==> config.mk <==
export PLATFORM = sky130hd
export DESIGN_NAME = channel_readout
export DESIGN_NICKNAME = d
export VERILOG_FILES = /design/src/rtl/channel_readout.sv
export SDC_FILE = /design/constraint.sdc
export NUM_CORES = 1
export LEC_CHECK = 0
export CAP_MARGIN = 20
export CORE_UTILIZATION = 55
export DETAILED_ROUTE_END_ITERATION = 10
export PLACE_DENSITY = 0.91
export SYNTH_ARGS = -nofsm -noshare
export SYNTH_HDL_FRONTEND = slang
export SYNTH_SLANG_ARGS = --single-unit
==> constraint.sdc <==
create_clock -name clk -period 12.9 [get_ports clk]
set_clock_uncertainty 0.2 [all_clocks]
set_input_delay 2.58 -clock clk [delete_from_list [all_inputs] [get_ports clk]]
set_output_delay 2.58 -clock clk [all_outputs]
set_load 0.02 [all_outputs]
==> src/rtl/channel_readout.sv <==
// -----------------------------------------------------------------------------
// channel_readout
//
// Frame-based readout engine for the spectrogram channel counters. A free-running
// frame timer raises a tick every FRAME_CYCLES clocks. On a tick taken from idle,
// the engine freezes the counters, captures every channel's count and overflow
// flag into a shadow register, clears the counters, and then shifts the captured
// frame out one bit at a time over a valid/ready handshake.
//
// Frame format: channel 0 first, each channel a {ovf, data[WIDTH-1:0]} word sent
// MSB first, N_CH*(WIDTH+1) bits in total. sout_last marks the final bit.
//
// Ports:
//   clk            system clock, rising edge
//   reset          asynchronous, active-high reset
//   ch_data        counter values, channel k at [k*WIDTH +: WIDTH]
//   ch_ovf         counter overflow flags, bit k = channel k
//   cnt_freeze     high stops the counters (drives their enable)
//   cnt_reset      high clears the counters; also held high during reset
//   sout           serial data bit
//   sout_valid     sout holds a valid bit
//   sout_ready     sink accepts the bit when high together with sout_valid
//   sout_last      current bit is the last bit of the frame
//   frame_overrun  sticky: a tick arrived while a frame was still in progress
//
// Build option:
//   READOUT_SATURATE_EN  when defined, a channel captured with ovf=1 sends all-ones
//                        data bits; otherwise the raw wrapped count is sent.
// -----------------------------------------------------------------------------
module channel_readout #(
  parameter int N_CH         = 8,
  parameter int WIDTH        = 12,
  parameter int FRAME_CYCLES = 4096
) (
  input  logic                  clk,
  input  logic                  reset,
  input  logic [N_CH*WIDTH-1:0] ch_data,
  input  logic [N_CH-1:0]       ch_ovf,
  output logic                  cnt_freeze,
  output logic                  cnt_reset,
  output logic                  sout,
  output logic                  sout_valid,
  input  logic                  sout_ready,
  output logic                  sout_last,
  output logic                  frame_overrun
);

  localparam int WORD_W     = WIDTH + 1;
  localparam int FRAME_BITS = N_CH * WORD_W;
  localparam int TW         = (FRAME_CYCLES > 1) ? $clog2(FRAME_CYCLES) : 1;
  localparam int BW         = (FRAME_BITS > 1) ? $clog2(FRAME_BITS) : 1;

  typedef enum logic [2:0] {
    ST_IDLE,
    ST_FREEZE,
    ST_LATCH,
    ST_CLEAR,
    ST_SHIFT
  } state_t;

  state_t                  state_q, state_d;
  logic [TW-1:0]           timer_q, timer_d;
  logic                    frz_cnt_q, frz_cnt_d;
  logic [FRAME_BITS-1:0]   shift_q, shift_d;
  logic [BW-1:0]           bit_cnt_q, bit_cnt_d;
  logic                    sout_q, sout_d;
  logic                    sout_valid_q, sout_valid_d;
  logic                    sout_last_q, sout_last_d;
  logic                    cnt_freeze_q, cnt_freeze_d;
  logic                    cnt_reset_q, cnt_reset_d;
  logic                    overrun_q, overrun_d;
  logic                    tick;
  logic                    accept;

  // Builds one channel word; with saturation enabled an overflowed channel
  // reports full scale instead of its wrapped count.
  function automatic logic [WORD_W-1:0] pack_word(input logic ovf,
                                                  input logic [WIDTH-1:0] data);
`ifdef READOUT_SATURATE_EN
    pack_word = {ovf, (ovf ? {WIDTH{1'b1}} : data)};
`else
    pack_word = {ovf, data};
`endif
  endfunction

  always_comb begin
    tick    = (timer_q == TW'(FRAME_CYCLES - 1));
    timer_d = tick ? '0 : timer_q + 1'b1;
    accept  = sout_valid_q && sout_ready;

    state_d     = state_q;
    frz_cnt_d   = frz_cnt_q;
    shift_d     = shift_q;
    bit_cnt_d   = bit_cnt_q;
    sout_d      = sout_q;
    sout_last_d = sout_last_q;
    // A tick seen anywhere but idle is dropped; the counters keep accumulating.
    overrun_d   = overrun_q | (tick && (state_q != ST_IDLE));

    case (state_q)
      ST_IDLE: begin
        if (tick) begin
          state_d   = ST_FREEZE;
          frz_cnt_d = 1'b0;
        end
      end
      // Two frozen cycles let the impulse-domain counters settle.
      ST_FREEZE: begin
        if (frz_cnt_q) begin
          state_d = ST_LATCH;
        end else begin
          frz_cnt_d = 1'b1;
        end
      end
      ST_LATCH: begin
        // Channel 0 occupies the top word so it leaves first.
        for (int k = 0; k < N_CH; k++) begin
          shift_d[FRAME_BITS-1-k*WORD_W -: WORD_W] =
            pack_word(ch_ovf[k], ch_data[k*WIDTH +: WIDTH]);
        end
        state_d = ST_CLEAR;
      end
      ST_CLEAR: begin
        // Preload the first bit so it is presented together with sout_valid.
        sout_d      = shift_q[FRAME_BITS-1];
        shift_d     = shift_q << 1;
        bit_cnt_d   = '0;
        sout_last_d = 1'b0;
        state_d     = ST_SHIFT;
      end
      ST_SHIFT: begin
        if (accept) begin
          if (sout_last_q) begin
            state_d     = ST_IDLE;
            sout_d      = 1'b0;
            sout_last_d = 1'b0;
          end else begin
            sout_d      = shift_q[FRAME_BITS-1];
            shift_d     = shift_q << 1;
            bit_cnt_d   = bit_cnt_q + 1'b1;
            sout_last_d = (bit_cnt_d == BW'(FRAME_BITS - 1));
          end
        end
      end
      default: begin
        state_d = ST_IDLE;
      end
    endcase

    // Outputs are registered copies of what the next state requires.
    cnt_freeze_d = (state_d == ST_FREEZE) || (state_d == ST_LATCH) ||
                   (state_d == ST_CLEAR);
    cnt_reset_d  = (state_d == ST_CLEAR);
    sout_valid_d = (state_d == ST_SHIFT);
  end

  always_ff @(posedge clk or posedge reset) begin
    if (reset) begin
      state_q      <= ST_IDLE;
      timer_q      <= '0;
      frz_cnt_q    <= 1'b0;
      shift_q      <= '0;
      bit_cnt_q    <= '0;
      sout_q       <= 1'b0;
      sout_valid_q <= 1'b0;
      sout_last_q  <= 1'b0;
      cnt_freeze_q <= 1'b0;
      cnt_reset_q  <= 1'b1;
      overrun_q    <= 1'b0;
    end else begin
      state_q      <= state_d;
      timer_q      <= timer_d;
      frz_cnt_q    <= frz_cnt_d;
      shift_q      <= shift_d;
      bit_cnt_q    <= bit_cnt_d;
      sout_q       <= sout_d;
      sout_valid_q <= sout_valid_d;
      sout_last_q  <= sout_last_d;
      cnt_freeze_q <= cnt_freeze_d;
      cnt_reset_q  <= cnt_reset_d;
      overrun_q    <= overrun_d;
    end
  end

  assign cnt_freeze    = cnt_freeze_q;
  assign cnt_reset     = cnt_reset_q;
  assign sout          = sout_q;
  assign sout_valid    = sout_valid_q;
  assign sout_last     = sout_last_q;
  assign frame_overrun = overrun_q;

endmodule
== Word level (Yosys, flattened, before mapping) ==
Index checks and enable logic that the tools add are counted.

* Multiplexer cells: 20
* Bitwise gates (word level): 1
* Add/sub/neg operators: 2
* Reduce and logical (&&, ||, !) cells: 13
* Equal/unequal tests: 13

{| class="wikitable"
|+ Operators by type and width
! kind !! count
|-
| $pmux 104 s3 || 1
|-
| $mux 104 || 2
|-
| $pmux 3 s5 || 1
|-
| $mux 7 || 2
|-
| $pmux 7 s2 || 1
|-
| $add 12x1->12 const B || 1
|-
| $eq 12x12->1 const B || 1
|-
| $eq 3x2->1 const B || 4
|-
| $mux 12 || 1
|-
| $mux 3 || 4
|-
| $add 7x1->7 const B || 1
|-
| $eq 7x7->1 const B || 1
|-
| $eq 3x1->1 const B || 2
|-
| $eq 3x3->1 const B || 2
|-
| $ne 2x2->1 const B || 3
|-
| $pmux 1 s2 || 3
|-
| $reduce_and 3->1 || 2
|-
| $reduce_bool 3->1 || 2
|-
| $mux 1 || 5
|-
| $reduce_and 2->1 || 2
|-
| $reduce_bool 2->1 || 2
|-
| $logic_not 3->1 || 1
|-
| $logic_and 1x1->1 || 2
|-
| $logic_or 1x1->1 || 2
|-
| $or 1x1->1 || 1
|}

* Flip-flop bits (word level): 133

== Logic depth before layout (Yosys ltp) ==
* Depth in word-level cells: 6
* Mapped depth: 9

== Worst setup path before layout ==
OpenSTA, ideal clock, no wires.

* Kind: input -> register
* From: input port sout_ready
* To: register shift_q[10]
* Arrival time: 3.381 ns
* Cell stages on the path: 6
* Path slack: 9.197 ns
* Buffers on the path: 3
* Setup time: 0.122 ns
* Cells stage by stage: nand3b_1 o21ai_1 buf_4 buf_4 buf_6 a21oi_2

* Longest elaborated chain between the ends: 3

{| class="wikitable"
|+ RTL lines
! what !! RTL line !! RTL
|-
| start: declaration || 43 || <nowiki>input logic sout_ready,</nowiki>
|-
| $logic_and 1x1->1 || 89 || <nowiki>accept = sout_valid_q && sout_ready;</nowiki>
|-
| $ne 2x2->1 (no line) || -- ||
|-
| $reduce_and 3->1 (no line) || -- ||
|-
| end signal: assignment || 174 || <nowiki>shift_q <= shift_d;</nowiki>
|-
| end: declaration || 64 || <nowiki>logic [FRAME_BITS-1:0] shift_q, shift_d;</nowiki>
|}

Every way passes these cells.
A chain may end at the register's enable or synchronous reset.

== Worst setup path in the final report ==
* From: input port sout_ready
* To: register shift_q[22]

Same word-level chain as after synthesis.

==> impl_metrics.json <==
{
  "status": "complete, no violations",
  "vias": 4614,
  "netlist_top_cells_area": "dfrtp_1, mux2i_1, a21oi_1",
  "via_per_inst": 5.43,
  "die-area_um2": 11900,
  "final_nets": 808,
  "portBuffers": 112,
  "netSwitchingFraction_pct": 24.6,
  "min_from": "timer_q[0]",
  "cts_buffer_depth": 2,
  "slew_headroom_pct": 29.8,
  "power_density_nw_per_um2": 146,
  "drive_above_1_share_pct": 8.17,
  "netlist-cell-type-count": 44,
  "coreArea_um2": 11000,
  "num_io_pins": 113,
  "p_seq_share_pct": 43.5,
  "synth_edf_count": 0,
  "route.detailed.wl_per_inst_um": 15.5,
  "arrival_ns": 5.09,
  "fin_cells": 850,
  "ctsHoldBuffers": 0,
  "path_clk_slew_ns": 0.06,
  "path_max_fanout": 76,
  "required_ns": 13.02,
  "drt_wl_total_mm": 13.2,
  "ys_ff_latch": 133,
  "worstSetupStartpointType": "input port",
  "yosysMostFrequentCell": "dfrtp_1",
  "endpoint_kind": "register",
  "comb_power_share_pct": 13.0,
  "fin_tns_setup_ns": 0,
  "grt_first_pass_wirelength_mm": 21.8,
  "rows": 38,
  "cts_setup_buffers": 0,
  "track_usage_pct": 23.8,
  "max_freq_ghz": 0.201,
  "placedCellCount": 819,
  "diodes": 0,
  "worstSetupPathType": "input port to register",
  "slowest_delay_ns": 0.70,
  "path_cells": "clkdlybuf4s50_1 > nand3b_1 > o21ai_4 > buf_4 > buf_4 > nor2_1 > a21oi_1",
  "antenna_found_initial": 0,
  "synthFlopType": "dfrtp_1",
  "path_common_cell": "buf_4",
  "dr.pass1.iters": 5,
  "initial_core_util_pct": 57.3,
  "total_power_w": 0.00118,
  "p_leak_nw": 3.06,
  "cts-root-buf": "clkbuf_16",
  "synth_warnings": 0,
  "crit_path_start": "sout_ready",
  "synth-async-reset-ratio_pct": 100,
  "hold_viol_final": 0,
  "place_hpwl_mm": 8.61,
  "clkPwrFrac_pct": 43.5,
  "clk_latency_ns": 0.41,
  "grt_setup_unrepaired": "false",
  "timing.rr.start": "state_q[0]",
  "cap_violations": 0,
  "switchingPower_w": 0.000290,
  "cts_tree": "yes",
  "cts_resized": 0,
  "synth-seq-area-share_pct": 52.7,
  "crit_slowest_cell": "buf_4",
  "place_ws_ns": 7.56,
  "ant_nets": 0,
  "whs_ns": 0.264,
  "nFillCells": 769,
  "setup_viol": 0,
  "finalWorstSetupSlack_ns": 7.93,
  "ir_worst_vdd_mv": 0.0976,
  "yosysTopAreaCellShare_pct": 52.3,
  "drcViolationCount": 0,
  "yosys.area.top_type": "dfrtp_1",
  "hp-class": "register to register",
  "grt_max_degree": 77,
  "synthesis.area_um2": 6320,
  "syn_to_final_growth_pct": 27.5,
  "htree_levels": 4,
  "period_share_pct": 38.6,
  "syn_nets": 711,
  "place_congestion": 0.812,
  "worst_slew_pin_slew_ns": 1.05,
  "synth_area_per_cell_um2": 10.5,
  "cts_made_buffers": 17,
  "drtIter0Drc": 314,
  "syn_inst": 601,
  "fin_crit_ns": 4.97,
  "grt_pass1_vias": 4681,
  "grt.overflow.total": 0,
  "die_y_um": 109,
  "fp.dieW_um": 109,
  "synthTopCellsByCount": "dfrtp_1, nor2_1, mux2i_1",
  "p_int_w": 0.000888,
  "slew_viol_final": 0,
  "cts.sinks": 133
}
[stage by stage]
step	area, um2	utilization (%)
floorplan	6320	-
global placement	7420	67.3
detailed placement	7420	67.3
CTS	8050	73.0
global route	8050	73.0
finish	8050	73.0
[critical path, delay by kind of cell]
kind,cells,cell delay (ns)
and+or+nand+nor,2,0.34
buffers and inverters,3,1.77
AOI/OAI and AO/OA,2,0.39
[state kept, by name, indices dropped and copies added, names as in the netlist]
register,flops
sout_valid,1
frame_overrun,1
cnt_freeze,1
cnt_reset,1
shift_q,104
state_q,3
sout_last,1
bit_cnt_q,7
sout,1
timer_q,12
frz_cnt_q,1
[cell type report]
cell class                      instances  area, um2  share of cell area, %
Timing Repair Buffer                  118       1170                   14.5
Multi-Input combinational cell        421       2720                   33.8
Tap cell                              140        175                   2.18
Clock buffer                           19        453                   5.63
Clock inverter                         12        179                   2.22
Inverter                                7       28.8                  0.357
Sequential cell                       133       3330                   41.4
[power by group through the flow]
stage | registers, W | logic (W) | clock network (W)
floorplan | 0.000508 | 0.000102 | 0
global placement | 0.000514 | 0.000144 | 0
detailed placement | 0.000518 | 0.000153 | 0
CTS | 0.000512 | 0.000155 | 0.000518
global route | 0.000519 | 0.000172 | 0.000539
finish | 0.000512 | 0.000153 | 0.000512
[layer usage]
metal | track usage [%] | share of wire, % | vias to the layer above
met5 | 0 | 0 | -
met3 | 5.92 | 5.0 | 15
met2 | 40.5 | 50 | 101
met4 | 6.76 | 1.1 | 0
met1 | 30.0 | 44 | 2219
li1 | - | - | 2279
[final timing paths]
path | end | slack, ns | cells after the start
max in group asynchronous | timer_q[9] | 8.63 | 3
max reg2reg | shift_q[23] | 9.70 | 6
min in group asynchronous | shift_q[59] | 2.44 | 2
min reg2reg | timer_q[0] | 0.26 | 1
min | timer_q[0] | 0.26 | 1
max | shift_q[22] | 7.93 | 7
[layout by cell type (no fill, tap or decap), types with 5 or more instances in the layout]
master,instances
a21oi_1,91
clkdlybuf4s50_1,112
and3_1,7
mux2i_1,105
nor2_1,113
nand2_1,11
o21ai_0,11
buf_4,6
xor2_1,5
nand3_1,9
inv_1,6
clkbuf_16,17
a21oi_2,16
dfrtp_1,132
[cells by family (layout without fill, tap and decap cells)]
| family | Yosys count | after routing | synth area share, % |
|---|---|---|---|
| compound gates | 138 | 138 | 12.9 |
| mux | 105 | 105 | 16.6 |
| xor+xnor | 9 | 9 | 1.25 |
| fa+ha+maj | 3 | 3 | 0.594 |
| flops | 133 | 133 | 52.7 |
| simple gates | 166 | 166 | 11.5 |
| buf+inv | 47 | 156 | 4.50 |
No activity file was read; power rests on OpenSTA's default activity.
